===== src/rtl/saber_cmd_executor_pkg.sv =====
// Shared definitions for the SABER command executor.
// Holds the opcode values, the command-word field positions, the
// controller state encoding and small opcode classification helpers.
package saber_cmd_executor_pkg;

    // Command word layout: {len, dst_base, src_base, opcode}
    localparam int OP_LSB    = 0;
    localparam int OP_W      = 5;
    localparam int SRC_LSB   = 5;
    localparam int DST_LSB   = 15;
    localparam int LEN_LSB   = 25;
    localparam int CONST_LSB = 5;

    localparam logic [OP_W-1:0] OP_NOP   = 5'd0;
    localparam logic [OP_W-1:0] OP_COPY  = 5'd1;
    localparam logic [OP_W-1:0] OP_CLEAR = 5'd2;
    localparam logic [OP_W-1:0] OP_FILL  = 5'd3;
    localparam logic [OP_W-1:0] OP_NEG   = 5'd4;
    localparam logic [OP_W-1:0] OP_END   = 5'd31;

    typedef enum logic [2:0] {
        IDLE,
        RUN,
        DRAIN,
        DONE,
        HOLD
    } state_t;

    function automatic logic op_is_legal(input logic [OP_W-1:0] op);
        return (op >= OP_COPY) && (op <= OP_NEG);
    endfunction

    function automatic logic op_is_ignored(input logic [OP_W-1:0] op);
        return (op == OP_NOP) || (op == OP_END);
    endfunction

endpackage


===== src/rtl/saber_cmd_executor_addr_seq.sv =====
// saber_addr_seq: base + counter address generator with terminal-count flag.
// Ports:
//   clk, rst  - clock, synchronous active-high reset
//   clr       - restart the count at 0
//   inc       - advance the count by one
//   base      - base address (addition wraps modulo 2^ADDR_W)
//   last      - terminal count value (len-1)
//   addr      - base + count
//   at_last   - count equals last
module saber_addr_seq #(
    parameter int ADDR_W = 10
) (
    input  logic              clk,
    input  logic              rst,
    input  logic              clr,
    input  logic              inc,
    input  logic [ADDR_W-1:0] base,
    input  logic [ADDR_W-1:0] last,
    output logic [ADDR_W-1:0] addr,
    output logic              at_last
);

    logic [ADDR_W-1:0] cnt;

    always_ff @(posedge clk) begin
        if (rst || clr) begin
            cnt <= '0;
        end else if (inc) begin
            cnt <= cnt + ADDR_W'(1);
        end
    end

    assign addr    = base + cnt;
    assign at_last = (cnt == last);

endmodule


===== src/rtl/saber_cmd_executor.sv =====
// saber_cmd_executor: executes block-memory commands from the program
// controller as read/write bursts on a data memory with a synchronous read
// port and a write port.
// Ports:
//   clk, rst              - clock, synchronous active-high reset
//   command_in            - {len, dst_base, src_base, opcode}
//   command_we0           - instruction valid (level)
//   command_we1           - constant-load strobe (level), wins over we0
//   mem_raddr / mem_rdata - read port, data one cycle after address
//   mem_waddr / mem_wdata / mem_we - write port
//   done_ins_computation  - one-cycle completion pulse
//   busy                  - high in RUN, DRAIN and DONE
//   illegal_op            - sticky flag for an unknown opcode
module saber_cmd_executor
    import saber_cmd_executor_pkg::*;
#(
    parameter int DATA_W   = 16,
    parameter int ADDR_W   = 10,
    parameter int HOLD_CYC = 2
) (
    input  logic              clk,
    input  logic              rst,
    input  logic [34:0]       command_in,
    input  logic              command_we0,
    input  logic              command_we1,
    output logic [ADDR_W-1:0] mem_raddr,
    input  logic [DATA_W-1:0] mem_rdata,
    output logic [ADDR_W-1:0] mem_waddr,
    output logic [DATA_W-1:0] mem_wdata,
    output logic              mem_we,
    output logic              done_ins_computation,
    output logic              busy,
    output logic              illegal_op
);

    localparam logic [7:0] HOLD_LAST = 8'(HOLD_CYC - 1);

    state_t state, state_nxt;

    logic [OP_W-1:0]   cmd_op;
    logic [ADDR_W-1:0] cmd_src, cmd_dst, cmd_len;
    logic              accept;

    logic [OP_W-1:0]   op_q;
    logic [ADDR_W-1:0] src_q, dst_q, last_q;
    logic [DATA_W-1:0] const_q;
    logic              we_q;
    logic              illegal_q;
    logic [7:0]        hold_cnt;

    logic [ADDR_W-1:0] r_addr, w_addr;
    logic              r_last, w_last;

    assign cmd_op  = command_in[OP_LSB  +: OP_W];
    assign cmd_src = command_in[SRC_LSB +: ADDR_W];
    assign cmd_dst = command_in[DST_LSB +: ADDR_W];
    assign cmd_len = command_in[LEN_LSB +: ADDR_W];

    // Illegal opcodes are accepted too so they can report done.
    assign accept = (state == IDLE) && !command_we1 && command_we0 && !op_is_ignored(cmd_op);

    saber_addr_seq #(.ADDR_W(ADDR_W)) u_rd_seq (
        .clk     (clk),
        .rst     (rst),
        .clr     (accept),
        .inc     (state == RUN),
        .base    (src_q),
        .last    (last_q),
        .addr    (r_addr),
        .at_last (r_last)
    );

    // Write sequencer advances on each write, so it trails the read side by one.
    saber_addr_seq #(.ADDR_W(ADDR_W)) u_wr_seq (
        .clk     (clk),
        .rst     (rst),
        .clr     (accept),
        .inc     (we_q),
        .base    (dst_q),
        .last    (last_q),
        .addr    (w_addr),
        .at_last (w_last)
    );

    always_comb begin
        state_nxt = state;
        case (state)
            IDLE: begin
                if (accept) begin
                    if (!op_is_legal(cmd_op) || (cmd_len == '0)) state_nxt = DONE;
                    else                                          state_nxt = RUN;
                end
            end
            RUN:     if (r_last) state_nxt = DRAIN;
            DRAIN:   if (w_last) state_nxt = DONE;
            DONE:    state_nxt = HOLD;
            HOLD:    if (hold_cnt == HOLD_LAST) state_nxt = IDLE;
            default: state_nxt = IDLE;
        endcase
    end

    always_ff @(posedge clk) begin
        if (rst) begin
            state     <= IDLE;
            op_q      <= OP_NOP;
            src_q     <= '0;
            dst_q     <= '0;
            last_q    <= '0;
            const_q   <= '0;
            we_q      <= 1'b0;
            illegal_q <= 1'b0;
            hold_cnt  <= '0;
        end else begin
            state    <= state_nxt;
            we_q     <= (state == RUN);
            hold_cnt <= (state == HOLD) ? hold_cnt + 8'd1 : 8'd0;
            if ((state == IDLE) && command_we1) begin
                const_q <= command_in[CONST_LSB +: DATA_W];
            end
            if (accept) begin
                op_q   <= cmd_op;
                src_q  <= cmd_src;
                dst_q  <= cmd_dst;
                last_q <= cmd_len - ADDR_W'(1);
                if (!op_is_legal(cmd_op)) illegal_q <= 1'b1;
            end
        end
    end

    always_comb begin
        mem_wdata = '0;
        if (we_q) begin
            case (op_q)
                OP_COPY:  mem_wdata = mem_rdata;
                OP_FILL:  mem_wdata = const_q;
                OP_NEG:   mem_wdata = '0 - mem_rdata;
                default:  mem_wdata = '0;
            endcase
        end
    end

    assign mem_raddr            = (state == RUN) ? r_addr : '0;
    assign mem_waddr            = we_q ? w_addr : '0;
    assign mem_we               = we_q;
    assign done_ins_computation = (state == DONE);
    assign busy                 = (state == RUN) || (state == DRAIN) || (state == DONE);
    assign illegal_op           = illegal_q;

endmodule


===== config.mk =====
export PLATFORM = sky130hd
export DESIGN_NAME = saber_cmd_executor
export DESIGN_NICKNAME = d
export VERILOG_FILES = /design/src/rtl/saber_cmd_executor_pkg.sv /design/src/rtl/saber_cmd_executor_addr_seq.sv /design/src/rtl/saber_cmd_executor.sv
export SDC_FILE = /design/constraint.sdc
export NUM_CORES = 1
export LEC_CHECK = 0
export CAP_MARGIN = 20
export CORE_MARGIN = 5
export CORE_UTILIZATION = 48
export DETAILED_ROUTE_END_ITERATION = 8
export PLACE_DENSITY = 0.83
export SETUP_SLACK_MARGIN = 0.4
export SYNTH_ARGS = -nofsm -noshare
export SYNTH_HDL_FRONTEND = slang
export SYNTH_SLANG_ARGS = --single-unit

===== constraint.sdc =====
create_clock -name clk -period 2.4 [get_ports clk]
set_clock_uncertainty 0.05 [all_clocks]
set_input_delay 0.36 -clock clk [delete_from_list [all_inputs] [get_ports clk]]
set_output_delay 0.36 -clock clk [all_outputs]
set_load 0.03 [all_outputs]

Word-level counts from Yosys, hierarchy flattened
Index checks and enable logic that the tools add are counted.
{"block": "word_totals", "n_memories": 0, "mem_bits_rw": 0, "ff_bits": 84, "mem_bits_ro": 0, "latch_bits": 0, "wordCells": 66, "output_inout_bits": 40, "in_bits": 55}
{"block": "classes", "n_mul": 0, "bitwise_logic": 2, "n_mux": 10, "add_sub_neg": 7, "div_mod_pow": 0, "n_reduce_logical": 19, "n_lt_le_gt_ge": 2, "n_eq_ne": 15, "n_shift": 0}
{"cell": "case mux 16 bit (3 select lines)", "count": 1}
{"cell": "adder 10 x 1 -> 10 bit (second input constant)", "count": 2}
{"cell": "adder 10 bit", "count": 2}
{"cell": "== test 10 bit", "count": 2}
{"cell": "two-way mux 10 bit", "count": 2}
{"cell": "two-way mux 16 bit", "count": 1}
{"cell": "subtractor 1 x 16 -> 16 bit (first input constant)", "count": 1}
{"cell": "case mux 3 bit (5 select lines)", "count": 1}
{"cell": "two-way mux 3 bit", "count": 4}
{"cell": "zero test 10 bit", "count": 1}
{"cell": "subtractor 10 x 1 -> 10 bit (second input constant)", "count": 1}
{"cell": "adder 8 x 1 -> 8 bit (second input constant)", "count": 1}
{"cell": "== test 8 x 1 -> 1 bit (second input constant)", "count": 1}
{"cell": "== test 3 x 2 -> 1 bit (second input constant)", "count": 2}
{"cell": "== test 5 x 1 -> 1 bit (second input constant)", "count": 1}
{"cell": "== test 5 x 2 -> 1 bit (second input constant)", "count": 1}
{"cell": "== test 5 x 3 -> 1 bit (second input constant)", "count": 1}
{"cell": "== test 5 bit (second input constant)", "count": 1}
{"cell": "greater-or-equal comparator 5 x 1 -> 1 bit (second input constant)", "count": 1}
{"cell": "<= comparator 5 x 3 -> 1 bit (second input constant)", "count": 1}
{"cell": "logical AND 1 bit", "count": 5}
{"cell": "zero test 5 bit", "count": 1}
{"cell": "logical OR 1 bit", "count": 5}
{"cell": "inequality test 2 x 1 -> 1 bit (second input constant)", "count": 2}
{"cell": "other kinds (10)", "count": 14}

Depth between registers and ports, before layout
Gate-level depths: netlist (run 1).
{"block": "logic_depth", "depth_word": 7, "ltp_mapped": 8}

Hierarchy
Synthesis (run 1) repeated with hierarchy kept, for this count alone.
{"block": "hier_totals", "cells_unflattened": 667, "area_unflattened_um2": 5378.9}
{"mod": "saber_cmd_executor", "seq_area_each_um2": 1281.2, "area_per_inst_um2": 3457.1, "n_inst": 1, "cells_each": 443}
{"mod": "saber_addr_seq at u_rd_seq", "seq_area_each_um2": 200.2, "area_per_inst_um2": 962.2, "n_inst": 1, "cells_each": 112}
{"mod": "saber_addr_seq at u_wr_seq", "seq_area_each_um2": 200.2, "area_per_inst_um2": 959.7, "n_inst": 1, "cells_each": 112}

Worst setup path before layout (run 1)
OpenSTA, ideal clock, no wires.
{"block": "synth_path", "path_kind": "flip-flop to output port", "start": "register u_wr_seq.cnt[0]", "end": "output port mem_waddr[6]", "t_arrival_ps": 2187, "slack_ps": -197, "required_time_ps": 1990, "path_stages_with_launch": 9, "n_path_buf": 0, "cell_sequence": "dfxtp_1 > ha_1 > inv_1 > fa_1 > nor2b_1 > o21ai_0 > a21oi_1 > nor3_1 > nor3_1"}
{"block": "synth_via", "elab_chain_len": 2}
{"item": "start: declaration", "line": "saber_cmd_executor_addr_seq.sv:23", "text": "logic [ADDR_W-1:0] cnt;"}
{"item": "start signal: assignment", "line": "saber_cmd_executor_addr_seq.sv:29", "text": "cnt <= cnt + ADDR_W'(1);"}
{"item": "adder 10 bit", "line": "saber_cmd_executor_addr_seq.sv:33", "text": "assign addr = base + cnt;"}
{"item": "two-way mux 10 bit", "line": "saber_cmd_executor.sv:143", "text": "assign mem_waddr = we_q ? w_addr : '0;"}
{"item": "end: declaration", "line": "saber_cmd_executor.sv:28", "text": "output logic [ADDR_W-1:0] mem_waddr,"}
Every way passes these cells.

Final worst setup path (run 1)
{"block": "layout_path", "start": "register dst_q[1]", "end": "output port mem_waddr[7]"}
{"block": "layout_via", "elab_chain_len": 2}
{"item": "start: declaration", "line": "saber_cmd_executor.sv:45", "text": "logic [ADDR_W-1:0] src_q, dst_q, last_q;"}
{"item": "start signal: assignment", "line": "saber_cmd_executor.sv:123", "text": "dst_q <= cmd_dst;"}
{"item": "adder 10 bit", "line": "saber_cmd_executor_addr_seq.sv:33"}
{"item": "two-way mux 10 bit", "line": "saber_cmd_executor.sv:143"}
Every way passes these cells.

==> run_results.csv, run 1 <==
group,metric,value,unit
floorplan,rows,37,
setup_path,worst-r2r-setup-slack,0.48,ns
setup_path,cp-start-kind,"flip-flop",
floorplan,ios,95,
sta,tightest_slew,0.661,ns
cts,cts_hold_buffers,0,
sta,hold_viol,0,
global_routing,grt_util_all_layers,26.7,%
layout,layout.nets,925,
status,violations,"setup timing",
placed_design,dpl_cell_area,6820,sq um
yosys,ys_seq_area_share,33.2,%
global_routing,grt_antenna_before_repair,0,
floorplan,dieWidth,113,microns
drt,routed_wl,20400,microns
cts,insertion_delay,0.36,ns
sta,setup_viol,18,
status,run_status,"complete, but fails checks",
cts,clkTransAtPathRegs,0.10,ns
global_routing,grt_pass1_vias,5600,
layout,antenna_cells,0,
yosys,synth_seq_cells,84,
cts,cts_htree_levels,3,
placed_design,portBuffers,94,
drt,drc,0,
power_and_ir_drop,power.density,574,nW/um^2
setup_path,crit_slowest_cell,"a2111oi_2",
power_and_ir_drop,peakVddDrop,0.000511,V
placed_design,gp_congestion,0.920,
drt,first_pass_iters,7,
power_and_ir_drop,p_leak,3.04,nW
flow_run,drv_cap,0,
sta,slew_headroom,55.9,%
layout,mostFrequentLayoutCells,"nand2_1 (105), buf_4 (85), nor2_1 (69), dfxtp_1 (65), a21oi_1 (46)",
global_routing,grt_pass1_wl,27900,microns
floorplan,die_y,113,microns
sta,period_needed,3.01,ns
setup_path,critPathRequiredTime,1.99,ns
setup_path,worstPathArrival,2.60,ns
yosys,syn_area,5060,sq um
setup_path,cp_max_fo,2,
cts,cts_tree,"yes",
sta,rsz0062_at_grt,"yes",
yosys,ys.flop_type,"dfxtp_1",
setup_path,crit_chain,"ha_4 -> a211oi_4 -> o21bai_2 -> a2111oi_2 -> o31ai_1 -> a21oi_4 -> buf_6",
sta,fmax,332,MHz
layout,layoutNonFillerInstCount,985,
layout,drive_above_1_share,37.7,%
worst_hold_path,min_to,"last_q[6]$_SDFFE_PP0P_",
layout,final_cell_area,8130,sq um
yosys,syn_area_per_cell,7.63,sq um
setup_path,critPathKind,"reg2out",
power_and_ir_drop,total_power,4.67,mW
yosys,yosys.cell_types.count,52,
global_routing,grt_overflow,0,
setup_path,max_stage_delay,0.62,ns
drt,vias_per_cell,6.04,
cts,cts_root_buffer,"clkbuf_8",
cts,clock_sinks,84,
setup_path,regToRegStartpoint,"state[2]$_SDFFE_PP0P_",
cts,cts_buffer_depth,2,
worst_hold_path,holdPathStages,4,
cts,cts_buffers,9,
drt,num_vias,5950,
setup_path,worst_setup_path_end_kind,"output port",
floorplan,start_util,49.0,%
yosys,ys_async_sr_fraction,0,%
sta,drv_slew,0,
layout,areaGrowthSynthToFinish,60.5,%
placed_design,place_hpwl,11400,microns
layout,post-route-util,78.7,%
drt,ant_nets,0,
sta,period_share,125,%
worst_hold_path,hold_path.startpoint,"command_in[31]",
yosys,synthesis.nets,745,
setup_path,r2r-end,"last_q[0]$_SDFFE_PP0P_",
setup_path,reg2reg_depth,6,
drt,wire_per_inst,20.7,microns
sta,setup_ws,-0.609,ns
global_routing,grt_max_degree,39,
drt,drt-initial-drc-count,553,
floorplan,dieArea,12700,sq um
yosys,yosysWarnings,0,
placed_design,post-place-cells,924,
layout,final_common_cell,"nand2_1",
yosys,synth_cells,664,
floorplan,coreArea,10300,sq um
layout,nFillCells,603,
worst_hold_path,min_path_type,"in2reg",
yosys,synth_edf_count,0,
state kept, by name, indices dropped and copies added (netlist names):
register	count
const_q	16
dst_q	10
hold_cnt	8
illegal_op	1
last_q	10
mem_we	1
op_q	5
src_q	10
state	3
u_rd_seq.cnt	10
u_wr_seq.cnt	10
critical path, delay by kind of cell, from the launching register on:
| family | cells | cell delay [ns] |
|---|---|---|
| compound gates | 5 | 1.47 |
| flops | 1 | 0.37 |
| fa+ha+maj | 1 | 0.25 |
| buf+inv | 1 | 0.14 |
per-stage QoR:
step                      worst slack, ns  hold WS [ns]  setup TNS [ns]
after floorplan                     0.177         0.386               0
after global placement             -0.248         0.398           -1.48
after detailed placement           -0.272         0.396           -1.83
after CTS                          -0.324         0.339           -1.54
after global routing               -0.654         0.358           -4.18
final                              -0.609         0.340           -3.08
where the power goes:
group / switching, mW / internal [mW]
registers: 0.184 / 1.57
clock network: 0.547 / 0.487
logic: 1.08 / 0.802
timing repair:
item                       in CTS  in global routing
cloned                          0                  2
pin swaps                      60                 40
setup endpoints to repair      71                 95
resized for setup             217                 57
buffers inserted               32                 11
worst max-delay path by stage:
stage                   endpoint  depth (start not counted)                         start  slack [ns]
floorplan           mem_waddr[7]                          6  u_wr_seq.cnt[2]$_SDFFE_PP0P_        0.18
CTS                 mem_raddr[8]                          9  u_rd_seq.cnt[0]$_SDFFE_PP0P_       -0.32
detailed placement  mem_wdata[6]                          8                  mem_rdata[0]       -0.27
global placement    mem_wdata[6]                          8                  mem_rdata[0]       -0.25
global route        mem_waddr[7]                          7         dst_q[1]$_SDFFE_PP0P_       -0.65
finish              mem_waddr[7]                          7         dst_q[1]$_SDFFE_PP0P_       -0.61
cells by family after synthesis:
| logic type | count (synthesis) | share of synthesized area [%] |
|---|---|---|
| buf+inv | 42 | 3.31 |
| compound gates | 120 | 14.4 |
| mux | 14 | 2.77 |
| fa+ha+maj | 26 | 6.72 |
| simple gates | 313 | 28.3 |
| flops | 84 | 33.2 |
| xor+xnor | 65 | 11.2 |
area by class of cell:
| type | count | area, sq um | area share, % |
|---|---|---|---|
| multi-input cells | 538 | 4120 | 50.7 |
| repair buffers | 196 | 1850 | 22.8 |
| flip-flops and latches | 84 | 1730 | 21.3 |
| well taps | 136 | 170 | 2.09 |
| clock buffers | 9 | 124 | 1.52 |
| clock inverters | 7 | 73.8 | 0.908 |
| inverters | 15 | 56.3 | 0.693 |
layer usage:
layer | GRT usage [%] | vias to the layer above | routed length [microns]
met3 | 3.05 | 94 | 1350
li1 | - | 2661 | -
met2 | 48.1 | 355 | 10200
met1 | 32.3 | 2840 | 7570
met4 | 10.6 | 0 | 1250
met5 | 0 | - | 0
synth_stat cells (14+ instances only):
master / n / area (sq um)
xnor2_1: 35 / 307
clkbuf_1: 22 / 82.6
inv_1: 15 / 56.3
dfxtp_1: 84 / 1680
nor2_1: 87 / 327
o21ai_0: 14 / 70.1
a21oi_1: 61 / 305
ha_1: 24 / 300
mux2i_1: 14 / 140
nor3_1: 25 / 125
nand3_1: 24 / 120
xor2_1: 30 / 263
nand2_1: 111 / 417
Note: power is estimated with default switching activity, not from simulation.
==> run 2: changes to the inputs <==
Settings changed: CORE_UTILIZATION 48 to 49, CTS_BUF_LIST set to sky130_fd_sc_hd__clkbuf_2 sky130_fd_sc_hd__clkbuf_4 sky130_fd_sc_hd__clkbuf_8, PLACE_DENSITY 0.83 to 0.85.
==> run_results.csv, run 2 (synthesized netlist as in run 1, its figures left out) <==
group,metric,value,unit
sta,fmax,362,MHz
placed_design,portBuffers,94,
placed_design,place_hpwl,11600,microns
floorplan,dieWidth,112,microns
placed_design,gp_congestion,0.912,
cts,insertion_delay,0.38,ns
cts,cts_hold_buffers,0,
floorplan,ios,95,
global_routing,grt_antenna_before_repair,0,
sta,period_needed,2.76,ns
power_and_ir_drop,total_power,4.83,mW
drt,ant_nets,0,
floorplan,die_y,112,microns
power_and_ir_drop,p_sw,1.82,mW
layout,nFillCells,536,
cts,cts_tree,"yes",
sta,fin_setup_tns,-2.55,ns
sta,slew_headroom,56.8,%
setup_path,critPathTopFamily,"compound AO/OA/AOI/OAI gates",
layout,layout.nets,924,
status,violations,"setup timing",
power_and_ir_drop,peakVddDrop,0.000392,V
cts,clkTransAtPathRegs,0.10,ns
setup_path,cp_common_cell,"buf_4",
setup_path,critPathKind,"reg2out",
worst_hold_path,min_path_type,"in2reg",
sta,hold_viol,0,
setup_path,worst-path-buf-inv,2,
sta,drv_slew,0,
sta,period_share,115,%
flow_run,drv_cap,0,
setup_path,crit_slowest_cell,"dfxtp_2",
drt,num_vias,5925,
cts,cts_root_buffer,"clkbuf_8",
sta,tightest_slew,0.648,ns
layout,drive_above_1_share,38.8,%
power_and_ir_drop,p_comb_share,39.5,%
sta,setup_viol,17,
layout,layoutNonFillerInstCount,985,
power_and_ir_drop,p_leak,3.09,nW
layout,mostFrequentLayoutCells,"nand2_1 (102), buf_4 (91), nor2_1 (68), dfxtp_1 (61), a21oi_1 (45)",
layout,final_common_cell,"nand2_1",
setup_path,worstPathArrival,2.35,ns
layout,multi_input_area,4270,sq um
drt,drt-initial-drc-count,665,
global_routing,grt_pass1_vias,5769,
layout,layout.area.seq,1730,sq um
cts,cts_htree_levels,3,
global_routing,grt_pass1_wl,27300,microns
power_and_ir_drop,netSwitchingFraction,37.7,%
global_routing,grt_overflow,0,
power_and_ir_drop,power.density,584,nW/um^2
drt,first_pass_iters,7,
cts,cts_buffers,9,
drt,wire_per_inst,20.1,microns
placed_design,post-place-cells,927,
setup_path,crit_chain,"ha_4 -> buf_4 -> nor2b_4 -> o21ai_2 -> a21oi_2 -> o41ai_2 -> mux2i_2 -> buf_4",
sta,rsz0062_at_grt,"yes",
drt,routed_wl,19800,microns
setup_path,cp_max_fo,3,
layout,largest_reg_flops,16,
setup_path,worst_setup_path_end_kind,"output port",
floorplan,dieArea,12500,sq um
setup_path,max_stage_delay,0.36,ns
cts,clock_sinks,84,
setup_path,cp-start-kind,"flip-flop",
layout,areaGrowthSynthToFinish,63.3,%
floorplan,start_util,49.7,%
drt,vias_per_cell,6.02,
status,run_status,"complete, but fails checks",
drt,drc,0,
power_and_ir_drop,p_clk_share,24.3,%
layout,top_register,"const_q",
power_and_ir_drop,intPower,3.01,mW
floorplan,coreArea,10200,sq um
setup_path,critPathRequiredTime,1.99,ns
global_routing,grt_max_degree,37,
power_and_ir_drop,pwr-share-seq,36.2,%
placed_design,dp_worst_setup_slack,-0.320,ns
sta,setup_ws,-0.364,ns
global_routing,grt_util_all_layers,26.4,%
floorplan,rows,37,
cts,cts_buffer_depth,2,
## run 2: per-layer routing
metal	GRT usage [%]	vias to the layer above	wire, microns
met5	0	-	0
met4	12.4	0	1070
met3	5.82	103	1390
met2	45.8	377	9810
met1	30.9	2795	7540
li1	-	2650	-
## run 2: power by group through the flow
| stage | sequential (mW) | clock, mW | combinational, mW |
|---|---|---|---|
| finish | 1.75 | 1.17 | 1.91 |
| global route | 1.77 | 1.23 | 2.03 |
| CTS | 1.71 | 1.16 | 1.63 |
| detailed placement | 1.76 | 0 | 1.47 |
| global placement | 1.75 | 0 | 1.42 |
| floorplan | 1.73 | 0 | 0.927 |
## run 2: area by class of cell
class	instances	share of cell area, %
timing repair buffer	195	22.0
clock inverter	4	0.893
tap	136	2.06
antenna	1	0.0303
clock buffer	12	1.85
sequential	84	20.9
inverter	15	0.711
multi-input combinational	538	51.6
## run 2: worst paths after layout
kind | startpoint | to | slack (ns) | depth (start not counted)
setup reg to reg | u_rd_seq.cnt[0]$_SDFFE_PP0P_ | state[1]$_SDFFE_PP0P_ | 0.59 | 6
hold / removal | command_in[31] | last_q[6]$_SDFFE_PP0P_ | 0.35 | 4
hold reg to reg | dst_q[8]$_SDFFE_PP0P_ | dst_q[8]$_SDFFE_PP0P_ | 0.42 | 2
setup / recovery | dst_q[2]$_SDFFE_PP0P_ | mem_waddr[8] | -0.36 | 8
## run 2: tightest hold or removal path, cell delays in order
cell and delay, ns:
buf_2 0.09, buf_4 0.10, xnor2_1 0.11, a211oi_1 0.06
## run 2: per-stage QoR
| step | area [sq um] | hold WS, ns | util (%) |
|---|---|---|---|
| floorplan | 5410 | 0.386 | - |
| global placement | 6870 | 0.397 | 67.5 |
| detailed placement | 6870 | 0.398 | 67.5 |
| CTS | 7680 | 0.344 | 75.4 |
| global route | 8270 | 0.354 | 81.2 |
| finish | 8270 | 0.352 | 81.2 |
## run 2: repair_timing
action / in CTS / in global routing
resized for setup: 172 / 103
pin swaps: 65 / 54
buffers inserted: 25 / 16
endpoints found under the setup margin: 43 / 75
gates cloned: 0 / 0
==> run 3: changes to the inputs <==
Settings changed: MAX_ROUTING_LAYER set to met4.
==> run_results.csv, run 3 (synthesized netlist as in run 1, its figures left out) <==
group,metric,value,unit
global_routing,grt_util_all_layers,28.7,%
drt,routed.top_layer,"met4",
floorplan,dieArea,12500,sq um
drt,routed-wl-met2,10000,microns
layout,areaGrowthSynthToFinish,58.6,%
layout,largest_reg_flops,16,
cts,cts_root_buffer,"clkbuf_8",
sta,period_needed,2.76,ns
cts,cts_htree_levels,3,
cts,clkTransAtPathRegs,0.09,ns
layout,multi_input_area,4120,sq um
flow_run,drv_cap,0,
drt,ant_nets,0,
layout,nFillCells,620,
setup_path,worstPathArrival,2.35,ns
layout,layout.nets,911,
sta,slew_headroom,57.2,%
cts,insertion_delay,0.37,ns
global_routing,grt_pass1_wl,28600,microns
layout,layout.area.seq,1720,sq um
sta,drv_slew,0,
global_routing,grt_overflow,0,
drt,drt-initial-drc-count,471,
status,run_status,"complete, but fails checks",
floorplan,coreArea,10200,sq um
cts,cts_buffer_depth,2,
drt,routed_wl,19900,microns
sta,fmax,363,MHz
drt,wl_met3,1210,microns
sta,tightest_slew,0.641,ns
layout,final_common_cell,"nand2_1",
layout,drive_above_1_share,36.2,%
global_routing,grt_pass1_vias,5707,
setup_path,cp_max_fo,3,
status,violations,"setup timing",
floorplan,rows,37,
drt,wire_per_inst,20.4,microns
sta,rsz0062_at_grt,"yes",
sta,fin_setup_tns,-2.11,ns
drt,num_vias,5832,
floorplan,start_util,49.7,%
sta,setup_viol,15,
drt,first_pass_iters,5,
floorplan,dieWidth,112,microns
setup_path,critPathRequiredTime,1.99,ns
global_routing,grt_antenna_before_repair,0,
sta,setup_ws,-0.355,ns
placed_design,place_hpwl,11700,microns
power_and_ir_drop,peakVddDrop,0.000475,V
layout,top_register,"const_q",
global_routing,grt_max_degree,39,
drt,met1_length,7490,microns
placed_design,portBuffers,94,
cts,cts_buffers,9,
sta,hold_viol,0,
sta,period_share,115,%
placed_design,gp_congestion,0.925,
layout,mostFrequentLayoutCells,"nand2_1 (102), buf_4 (80), nor2_1 (69), dfxtp_1 (66), a21oi_1 (46)",
worst_hold_path,min_path_type,"in2reg",
power_and_ir_drop,p_leak,2.97,nW
setup_path,cp-start-kind,"flip-flop",
power_and_ir_drop,power.density,599,nW/um^2
drt,drc,0,
floorplan,ios,95,
setup_path,critPathKind,"reg2out",
cts,cts_tree,"yes",
power_and_ir_drop,total_power,4.82,mW
setup_path,worst_setup_path_end_kind,"output port",
cts,clock_sinks,84,
floorplan,die_y,112,microns
drt,vias_per_cell,5.99,
setup_path,worst-r2r-setup-slack,0.60,ns
cts,cts_hold_buffers,0,
-- run 3: per-layer routing --
layer / track usage, % / vias to the layer above
met4: 13.4 / 0
met1: 32.1 / 2755
met5: - / -
li1: - / 2628
met2: 50.2 / 346
met3: 4.46 / 103
-- run 3: worst paths after layout --
check,start,end,depth (start not counted)
setup / recovery,u_wr_seq.cnt[0]$_SDFFE_PP0P_,mem_waddr[8],9
hold / removal,command_in[31],last_q[6]$_SDFFE_PP0P_,4
setup reg to reg,state[2]$_SDFFE_PP0P_,u_rd_seq.cnt[9]$_SDFFE_PP0P_,6
hold reg to reg,const_q[12]$_SDFFE_PP0P_,const_q[12]$_SDFFE_PP0P_,2
-- run 3: cell type report --
type / instances / share of cell area (%)
multi-input cells: 538 / 51.3
flip-flops and latches: 84 / 21.5
repair buffers: 182 / 21.3
well taps: 136 / 2.12
clock buffers: 10 / 1.64
clock inverters: 6 / 1.39
inverters: 15 / 0.701
diodes: 2 / 0.0623
-- run 3: per-stage QoR --
stage / hold WS (ns) / setup slack, ns / instance area, sq um / util, % / instances
6_report: 0.353 / -0.355 / 8030 / 78.9 / 973
3_5_place_dp: 0.400 / -0.285 / 6860 / 67.4 / 927
2_1_floorplan: 0.386 / 0.177 / 5410 / - / 664
5_1_grt: 0.359 / -0.385 / 8030 / 78.8 / 971
3_3_place_gp: 0.396 / -0.250 / 6860 / 67.4 / 927
4_1_cts: 0.342 / -0.317 / 7760 / 76.2 / 965
-- run 3: critical path, cell delays in order, from the launching register on --
cell and delay [ns]:
dfxtp_4 0.37, ha_4 0.18, inv_2 0.06, fa_2 0.23, nor2b_4 0.06, o21ai_2 0.18
a21oi_4 0.11, o41ai_4 0.36, mux2i_2 0.25, buf_4 0.18
-- run 3: power by group --
part	leakage, nW	switching (mW)	total (mW)	internal (mW)
clock	0.120	0.534	1.24	0.705
sequential	0.694	0.175	1.75	1.57
combinational	2.15	1.07	1.83	0.754
-- run 3: what timing repair did --
item,4_1_cts,5_1_grt
resized for setup,188,56
buffers inserted,22,6
pin swaps,80,35
endpoints found under the hold margin,0,0
endpoints found under the setup margin,50,61
